[config.mk]
export PLATFORM = sky130hd
export DESIGN_NAME = wb_stage
export DESIGN_NICKNAME = d
export VERILOG_FILES = /design/src/rtl/wb_stage.sv
export SDC_FILE = /design/constraint.sdc
export NUM_CORES = 1
export LEC_CHECK = 0
export CAP_MARGIN = 20
export CELL_PAD_IN_SITES_DETAIL_PLACEMENT = 1
export CELL_PAD_IN_SITES_GLOBAL_PLACEMENT = 1
export CORE_ASPECT_RATIO = 2
export CORE_UTILIZATION = 30
export CTS_CLUSTER_SIZE = 25
export DETAILED_ROUTE_END_ITERATION = 12
export PLACE_DENSITY_LB_ADDON = 0.3
export SLEW_MARGIN = 0
export SYNTH_ARGS = -nofsm -noshare
export SYNTH_HDL_FRONTEND = slang
export SYNTH_SLANG_ARGS = --single-unit
[constraint.sdc]
create_clock -name clk -period 2.3 [get_ports clk]
set_input_delay 0.23 -clock clk [delete_from_list [all_inputs] [get_ports clk]]
set_output_delay 0.23 -clock clk [all_outputs]
set_load 0.1 [all_outputs]
[src/rtl/wb_stage.sv]
// -----------------------------------------------------------------------------
// wb_stage -- MEM/WB pipeline register and write-back stage.
//
// Captures the MEM-stage instruction and drives the register-file write port
// (WA/WE/WD) one cycle later. It also formats load data (LB/LBU/LH/LHU/LW),
// counts retired instructions, and forwards data to the decode-stage operands.
//
// Optional feature: define WB_BYPASS_EN to forward the write-back value to
// BYP_RD1/BYP_RD2 when the write address matches RA1/RA2 (write-before-read).
// Without the macro, the BYP_RDx outputs pass RF_RDx straight through.
//
// Ports
//   clk, rst_n          rising-edge clock, asynchronous active-low reset
//   stall, flush        hold the stage / load a bubble (stall wins)
//   in_valid .. in_load_type   MEM-stage instruction fields
//   RA1, RA2            decode-stage read addresses
//   RF_RD1, RF_RD2      raw register-file read data
//   WA, WE, WD          register-file write port
//   BYP_RD1, BYP_RD2    operand data returned to decode
//   retired_cnt         retired-instruction counter (wraps)
// -----------------------------------------------------------------------------
module wb_stage #(
    parameter int CNT_W = 32
) (
    input  logic             clk,
    input  logic             rst_n,
    input  logic             stall,
    input  logic             flush,
    input  logic             in_valid,
    input  logic             in_reg_write,
    input  logic             in_mem_to_reg,
    input  logic [4:0]       in_dest,
    input  logic [31:0]      in_alu_result,
    input  logic [31:0]      in_mem_data,
    input  logic [2:0]       in_load_type,
    input  logic [4:0]       RA1,
    input  logic [4:0]       RA2,
    input  logic [31:0]      RF_RD1,
    input  logic [31:0]      RF_RD2,
    output logic [4:0]       WA,
    output logic             WE,
    output logic [31:0]      WD,
    output logic [31:0]      BYP_RD1,
    output logic [31:0]      BYP_RD2,
    output logic [CNT_W-1:0] retired_cnt
);

    localparam logic [2:0] LT_LB  = 3'd1;
    localparam logic [2:0] LT_LBU = 3'd2;
    localparam logic [2:0] LT_LH  = 3'd3;
    localparam logic [2:0] LT_LHU = 3'd4;

    // Stage registers
    logic             valid_q,       valid_d;
    logic             reg_write_q,   reg_write_d;
    logic             mem_to_reg_q,  mem_to_reg_d;
    logic [4:0]       dest_q,        dest_d;
    logic [31:0]      alu_result_q,  alu_result_d;
    logic [31:0]      mem_data_q,    mem_data_d;
    logic [2:0]       load_type_q,   load_type_d;
    logic [CNT_W-1:0] retired_cnt_q, retired_cnt_d;

    // Next-state logic
    always_comb begin
        valid_d       = valid_q;
        reg_write_d   = reg_write_q;
        mem_to_reg_d  = mem_to_reg_q;
        dest_d        = dest_q;
        alu_result_d  = alu_result_q;
        mem_data_d    = mem_data_q;
        load_type_d   = load_type_q;
        retired_cnt_d = retired_cnt_q;

        if (!stall) begin
            // The instruction currently held retires on this edge.
            if (valid_q) begin
                retired_cnt_d = retired_cnt_q + CNT_W'(1);
            end
            // Fields are captured even on flush; only valid matters then.
            valid_d      = in_valid & ~flush;
            reg_write_d  = in_reg_write;
            mem_to_reg_d = in_mem_to_reg;
            dest_d       = in_dest;
            alu_result_d = in_alu_result;
            mem_data_d   = in_mem_data;
            load_type_d  = in_load_type;
        end
    end

    always_ff @(posedge clk or negedge rst_n) begin
        if (!rst_n) begin
            valid_q       <= 1'b0;
            reg_write_q   <= 1'b0;
            mem_to_reg_q  <= 1'b0;
            dest_q        <= 5'd0;
            alu_result_q  <= 32'd0;
            mem_data_q    <= 32'd0;
            load_type_q   <= 3'd0;
            retired_cnt_q <= '0;
        end else begin
            valid_q       <= valid_d;
            reg_write_q   <= reg_write_d;
            mem_to_reg_q  <= mem_to_reg_d;
            dest_q        <= dest_d;
            alu_result_q  <= alu_result_d;
            mem_data_q    <= mem_data_d;
            load_type_q   <= load_type_d;
            retired_cnt_q <= retired_cnt_d;
        end
    end

    // Load formatting: the low two ALU-result bits select the byte lane;
    // halfword loads use only bit 1 (bit 0 is ignored, no misalignment trap).
    logic [7:0]  load_byte;
    logic [15:0] load_half;
    logic [31:0] load_data;

    always_comb begin
        load_byte = 8'd0;
        load_half = 16'd0;
        load_data = mem_data_q;

        case (alu_result_q[1:0])
            2'd0:    load_byte = mem_data_q[7:0];
            2'd1:    load_byte = mem_data_q[15:8];
            2'd2:    load_byte = mem_data_q[23:16];
            default: load_byte = mem_data_q[31:24];
        endcase

        load_half = alu_result_q[1] ? mem_data_q[31:16] : mem_data_q[15:0];

        case (load_type_q)
            LT_LB:   load_data = {{24{load_byte[7]}}, load_byte};
            LT_LBU:  load_data = {24'd0, load_byte};
            LT_LH:   load_data = {{16{load_half[15]}}, load_half};
            LT_LHU:  load_data = {16'd0, load_half};
            default: load_data = mem_data_q;   // LW and reserved encodings
        endcase
    end

    // Write port. Writes to x0 are suppressed here, which also guarantees
    // that RAx = 0 can never pick up a forwarded value.
    assign WA = dest_q;
    assign WE = valid_q & reg_write_q & (dest_q != 5'd0);
    assign WD = mem_to_reg_q ? load_data : alu_result_q;

    assign retired_cnt = retired_cnt_q;

`ifdef WB_BYPASS_EN
    assign BYP_RD1 = (WE && (WA == RA1)) ? WD : RF_RD1;
    assign BYP_RD2 = (WE && (WA == RA2)) ? WD : RF_RD2;
`else
    // No forwarding: read addresses are intentionally left unconnected.
    logic unused_ra;
    assign unused_ra = ^{RA1, RA2};
    assign BYP_RD1   = RF_RD1;
    assign BYP_RD2   = RF_RD2;
`endif

endmodule

# After elaboration in Yosys (flattened, before gate mapping)

Cells that the tools add are included.

Word-level logic and storage cells: 27
Bits in registers: 107
Input bits: 153
Output and inout bits: 134

Bitwise gates (word level): 5
Equality and inequality tests: 6
Reduce and logical (&&, ||, !) cells: 3
Mux-type cells: 4
Add/sub/neg operators: 1

Operators by type and width:

| cell                                                            | count |
|---|---|
| 32-bit one-hot mux with 4 select lines                          | 1 |
| 32-bit by 1-bit adder with 32-bit output, second input constant | 1 |
| 32-bit two-way mux                                              | 1 |
| 8-bit one-hot mux with 3 select lines                           | 1 |
| 16-bit two-way mux                                              | 1 |
| 3-bit by 2-bit == test with 1-bit output, second input constant | 2 |
| 5-bit nonzero test                                              | 1 |
| 1-bit AND                                                       | 3 |
| 3-bit by 1-bit == test with 1-bit output, second input constant | 1 |
| 3-bit == test, second input constant                            | 1 |
| 2-bit by 1-bit == test with 1-bit output, second input constant | 1 |
| 2-bit == test, second input constant                            | 1 |
| 2-bit logical NOT                                               | 1 |
| 1-bit NOT                                                       | 2 |
| 2-bit AND reduction                                             | 1 |

# Logic depth before layout (Yosys ltp)

Depth after elaboration: 4
Depth in mapped cells: 6
Depth with buffers taken out: 5

# Worst setup path after synthesis

No wires, ideal clock.

Path type: register -> output
From: register load_type_q[0]
To: output WD[5]
Cell stages (with the launch flop): 7
Data arrival time: 2.860 ns
Path slack: -0.790 ns
Buffers on the path: 2
Data required time: 2.070 ns
Cells stage by stage: dfrtp_1 -> buf_2 -> and4bb_2 -> o21bai_1 -> buf_2 -> a221oi_1 -> a21oi_1

Cells in the longest elaborated chain, start to end: 3
Elaborated cells on any way between the ends: 6
Those cells by class: eq/ne: 4; mux: 2

RTL lines:

| what                                        | line | source |
|---|---|---|
| from (decl)                                 | 60   | `logic [2:0] load_type_q, load_type_d;` |
| from (signal assigned)                      | 107  | `load_type_q <= load_type_d;` |
| 3-bit == test, or another cell as far along | 132  | `case (load_type_q)` |
| 32-bit one-hot mux with 4 select lines (*)  | 132  |  |
| 32-bit two-way mux (*)                      | 145  | `assign WD = mem_to_reg_q ? load_data : alu_result_q;` |
| to (decl)                                   | 42   | `output logic [31:0] WD,` |

Every way passes the cells marked *; elsewhere a longest branch is shown, timed or not.

# Worst setup path after layout

From: register alu_result_q[1]
To: output WD[7]

Cells in the longest elaborated chain, start to end: 4
Elaborated cells on any way between the ends: 7
Those cells by class: eq/ne: 2; mux: 4; reduce/logical: 1

RTL lines:

| what                                        | line | source |
|---|---|---|
| from (decl)                                 | 58   | `logic [31:0] alu_result_q, alu_result_d;` |
| from (signal assigned)                      | 105  | `alu_result_q <= alu_result_d;` |
| 2-bit == test, or another cell as far along | 123  | `case (alu_result_q[1:0])` |
| 8-bit one-hot mux with 3 select lines       | 123  |  |
| 32-bit one-hot mux with 4 select lines (*)  | 132  |  |
| 32-bit two-way mux (*)                      | 145  |  |

Marked as above.

==> results.json <==
{
  "power_density_nw_per_um2": 838.0,
  "final.setup.worst_slack_ns": -0.2025,
  "clockBufferDepth": 2,
  "areaGrowthSynthToFinish_pct": 46.29,
  "endpoint_kind": "primary output",
  "holdPathStages": 3,
  "cp.arrival_ns": 2.27,
  "cts-root-buf": "clkbuf_16",
  "hold_viol_final": 0,
  "design_area_sq_um": 8240,
  "fin_skew_ns": 0.001674,
  "rr_worst_depth": 4,
  "syn_area_sq_um": 5633,
  "final_max_slew_viol_count": 0,
  "drt-total-wl_mm": 19.07,
  "htreeDepth": 3,
  "cts_sinks": 107,
  "r2r_setup_slack_ns": 0.41,
  "cts_tree": "built",
  "status": "complete, but fails checks",
  "rsz0062_at_grt": "yes",
  "crit_type": "flop to primary output",
  "synthCells": 498,
  "tightestPinTransition_ns": 0.6498,
  "max_freq_mhz": 399.6,
  "synth.ff_latch_count": 107,
  "grt_pass1_wl_mm": 29.48,
  "crit_required_ns": 2.07,
  "port_buffers": 148,
  "synth_cell_types": 42,
  "via_per_inst": 5.143,
  "ys_seq_area_share_pct": 47.53,
  "syn-num-nets": 652,
  "synth_top_cell_by_area": "dfrtp_1",
  "synth_top_area_share_pct": 47.53,
  "p_total_mw": 6.906,
  "synth.most_common_cell": "dfrtp_1",
  "grt_max_degree": 46,
  "yosysWarnings": 0,
  "final_nets": 773,
  "core-area_sq_um": 18310,
  "vias": 4325,
  "fin_crit_sh_pct": 108.8,
  "cts_buffers": 9,
  "die_w_um": 98.89,
  "dr.pass1.iters": 4,
  "place_congestion": 0.8320,
  "grt_pass1_vias": 4972,
  "die_h_um": 195.8,
  "crit_fanout": 15,
  "power_leakage_nw": 3.456,
  "relSlewSlack_pct": 56.52,
  "clk_pin_slew_ns": 0.07,
  "ioPinCount": 287,
  "dominantRegCellSynth": "dfrtp_1",
  "num_rows": 70,
  "setup_viol": 32,
  "hp-class": "primary input to flop",
  "insertion_delay_ns": 0.35,
  "placed_area_sq_um": 7674,
  "irDropWorstVdd_v": 0.0005200,
  "drcViolationCount": 0,
  "hpwl_mm": 14.59,
  "antenna_found_initial": 1,
  "fin_crit_ns": 2.503,
  "synth_edf_count": 0,
  "violations": "negative setup slack",
  "grt_overflow": 0,
  "synth_common_cells": "107 x dfrtp_1, 75 x mux2_2, 64 x buf_4, 38 x nor2_1, 36 x nand2_1",
  "avgSynthCellArea_sq_um": 11.31,
  "async_flop_share_pct": 100.0,
  "grt_use_total_pct": 20.67,
  "wl_per_cell_um": 22.67,
  "first_iter_violations": 113,
  "antenna_left": 0,
  "synth_area_leaders": "dfrtp_1 48%, mux2_2 15%, buf_4 8.5%",
  "start_util_pct": 30.77,
  "startpoint_type": "flop",
  "cap_viol_max_count": 0,
  "die-area_sq_um": 19360,
  "drive_gt1_share_pct": 44.07
}
==> routing by layer <==
metal  vias up  part of all wire (%)  GRT usage (%)
li1       1921                     -              -
met1      2188                    31          19.02
met2       147                    57          39.68
met3        69                   4.8          3.456
met4         0                   6.5          15.09
met5         -                     0              0
==> cell usage in the layout (no fill, tap or decap), types with 3 or more instances in the layout <==
master	instances
dfrtp_1	102
buf_4	81
clkdlybuf4s50_1	76
mux2_2	75
nor2_1	37
buf_12	37
nand2_1	36
a21oi_4	27
xnor2_1	25
nand4_1	14
clkbuf_16	9
xor2_1	8
mux4_2	8
nand3_1	8
a221oi_2	6
and4_1	6
a21oi_2	5
a22oi_2	5
dfrtp_2	5
and3_1	4
clkbuf_1	4
nand4b_1	3
nor3_1	3
==> report_power, final <==
group / switching [mW] / total [mW] / internal [mW]
clock network: 0.690 / 1.57 / 0.876
logic: 1.95 / 3.12 / 1.17
registers: 0.171 / 2.22 / 2.05
total: 2.81 / 6.91 / 4.10
==> cells by family (layout without fill, tap and decap cells) <==
logic type                 after synthesis  after routing  synth area share (%)
and+or+nand+nor                        126            126                 11.33
AOI/OAI and AO/OA                       57             57                 6.753
muxes                                   84             84                 18.37
other                                    0              1                     0
adders and majority gates                1              1                0.2221
buffers and inverters                   90            216                 10.66
DFF                                    107            107                 47.53
xor gates and xnor gates                33             33                 5.131
==> critical path, cell delays in order, from the launching register on <==
cell      delay [ns]
dfrtp_1         0.40
buf_4           0.15
and4bb_2        0.24
o21bai_4        0.18
buf_12          0.16
a221oi_4        0.34
buf_4           0.19
a21oi_4         0.06
buf_12          0.17
==> repair_timing <==
item / in CTS / in global routing
setup buffers: 3 / 7
pin swaps: 8 / 6
resized for setup: 22 / 5
hold endpoints to repair: 32 / 0
hold buffers: 1 / 0
endpoints found under the setup margin: 32 / 32
cloned: 2 / 0
==> worst paths after layout <==
path	from	end
max	alu_result_q[1]	WD[7]
min	stall	valid_q
max reg2reg	retired_cnt[4]	retired_cnt[29]
min reg2reg	retired_cnt[7]	retired_cnt[7]
max in group asynchronous	rst_n	alu_result_q[0]
min in group asynchronous	rst_n	retired_cnt[22]
==> final cells by class <==
type                    instances  area (sq um)
clock buffers                  14         254.0
diodes                          1         2.502
fillers                      1916         10060
inverters                       3         11.26
clock inverters                 2         35.03
multi-input cells             301          2804
well taps                     216         270.3
repair buffers                197          2180
flip-flops and latches        107          2684
==> stage by stage <==
stage | hold WS [ns] | util, % | setup WS (ns) | instances | TNS, ns
5_1_grt | 0.3743 | 45.02 | -0.2468 | 841 | -6.432
3_5_place_dp | 0.2175 | 41.92 | -0.02839 | 811 | -0.02839
2_1_floorplan | -0.06559 | - | -0.1792 | 498 | -0.1792
6_report | 0.3516 | 45.02 | -0.2025 | 841 | -4.502
4_1_cts | 0.3501 | 44.57 | -0.2201 | 833 | -5.262
3_3_place_gp | 0.2086 | 41.92 | -0.02311 | 811 | -0.02311
==> sequential cells by signal (all words and copies together), names as in the netlist <==
signal and cells:
alu_result_q 32, reg_write_q 1, mem_data_q 32, load_type_q 3, WA 5, retired_cnt 32, valid_q 1, mem_to_reg_q 1
(Power assumes the default switching activity.)
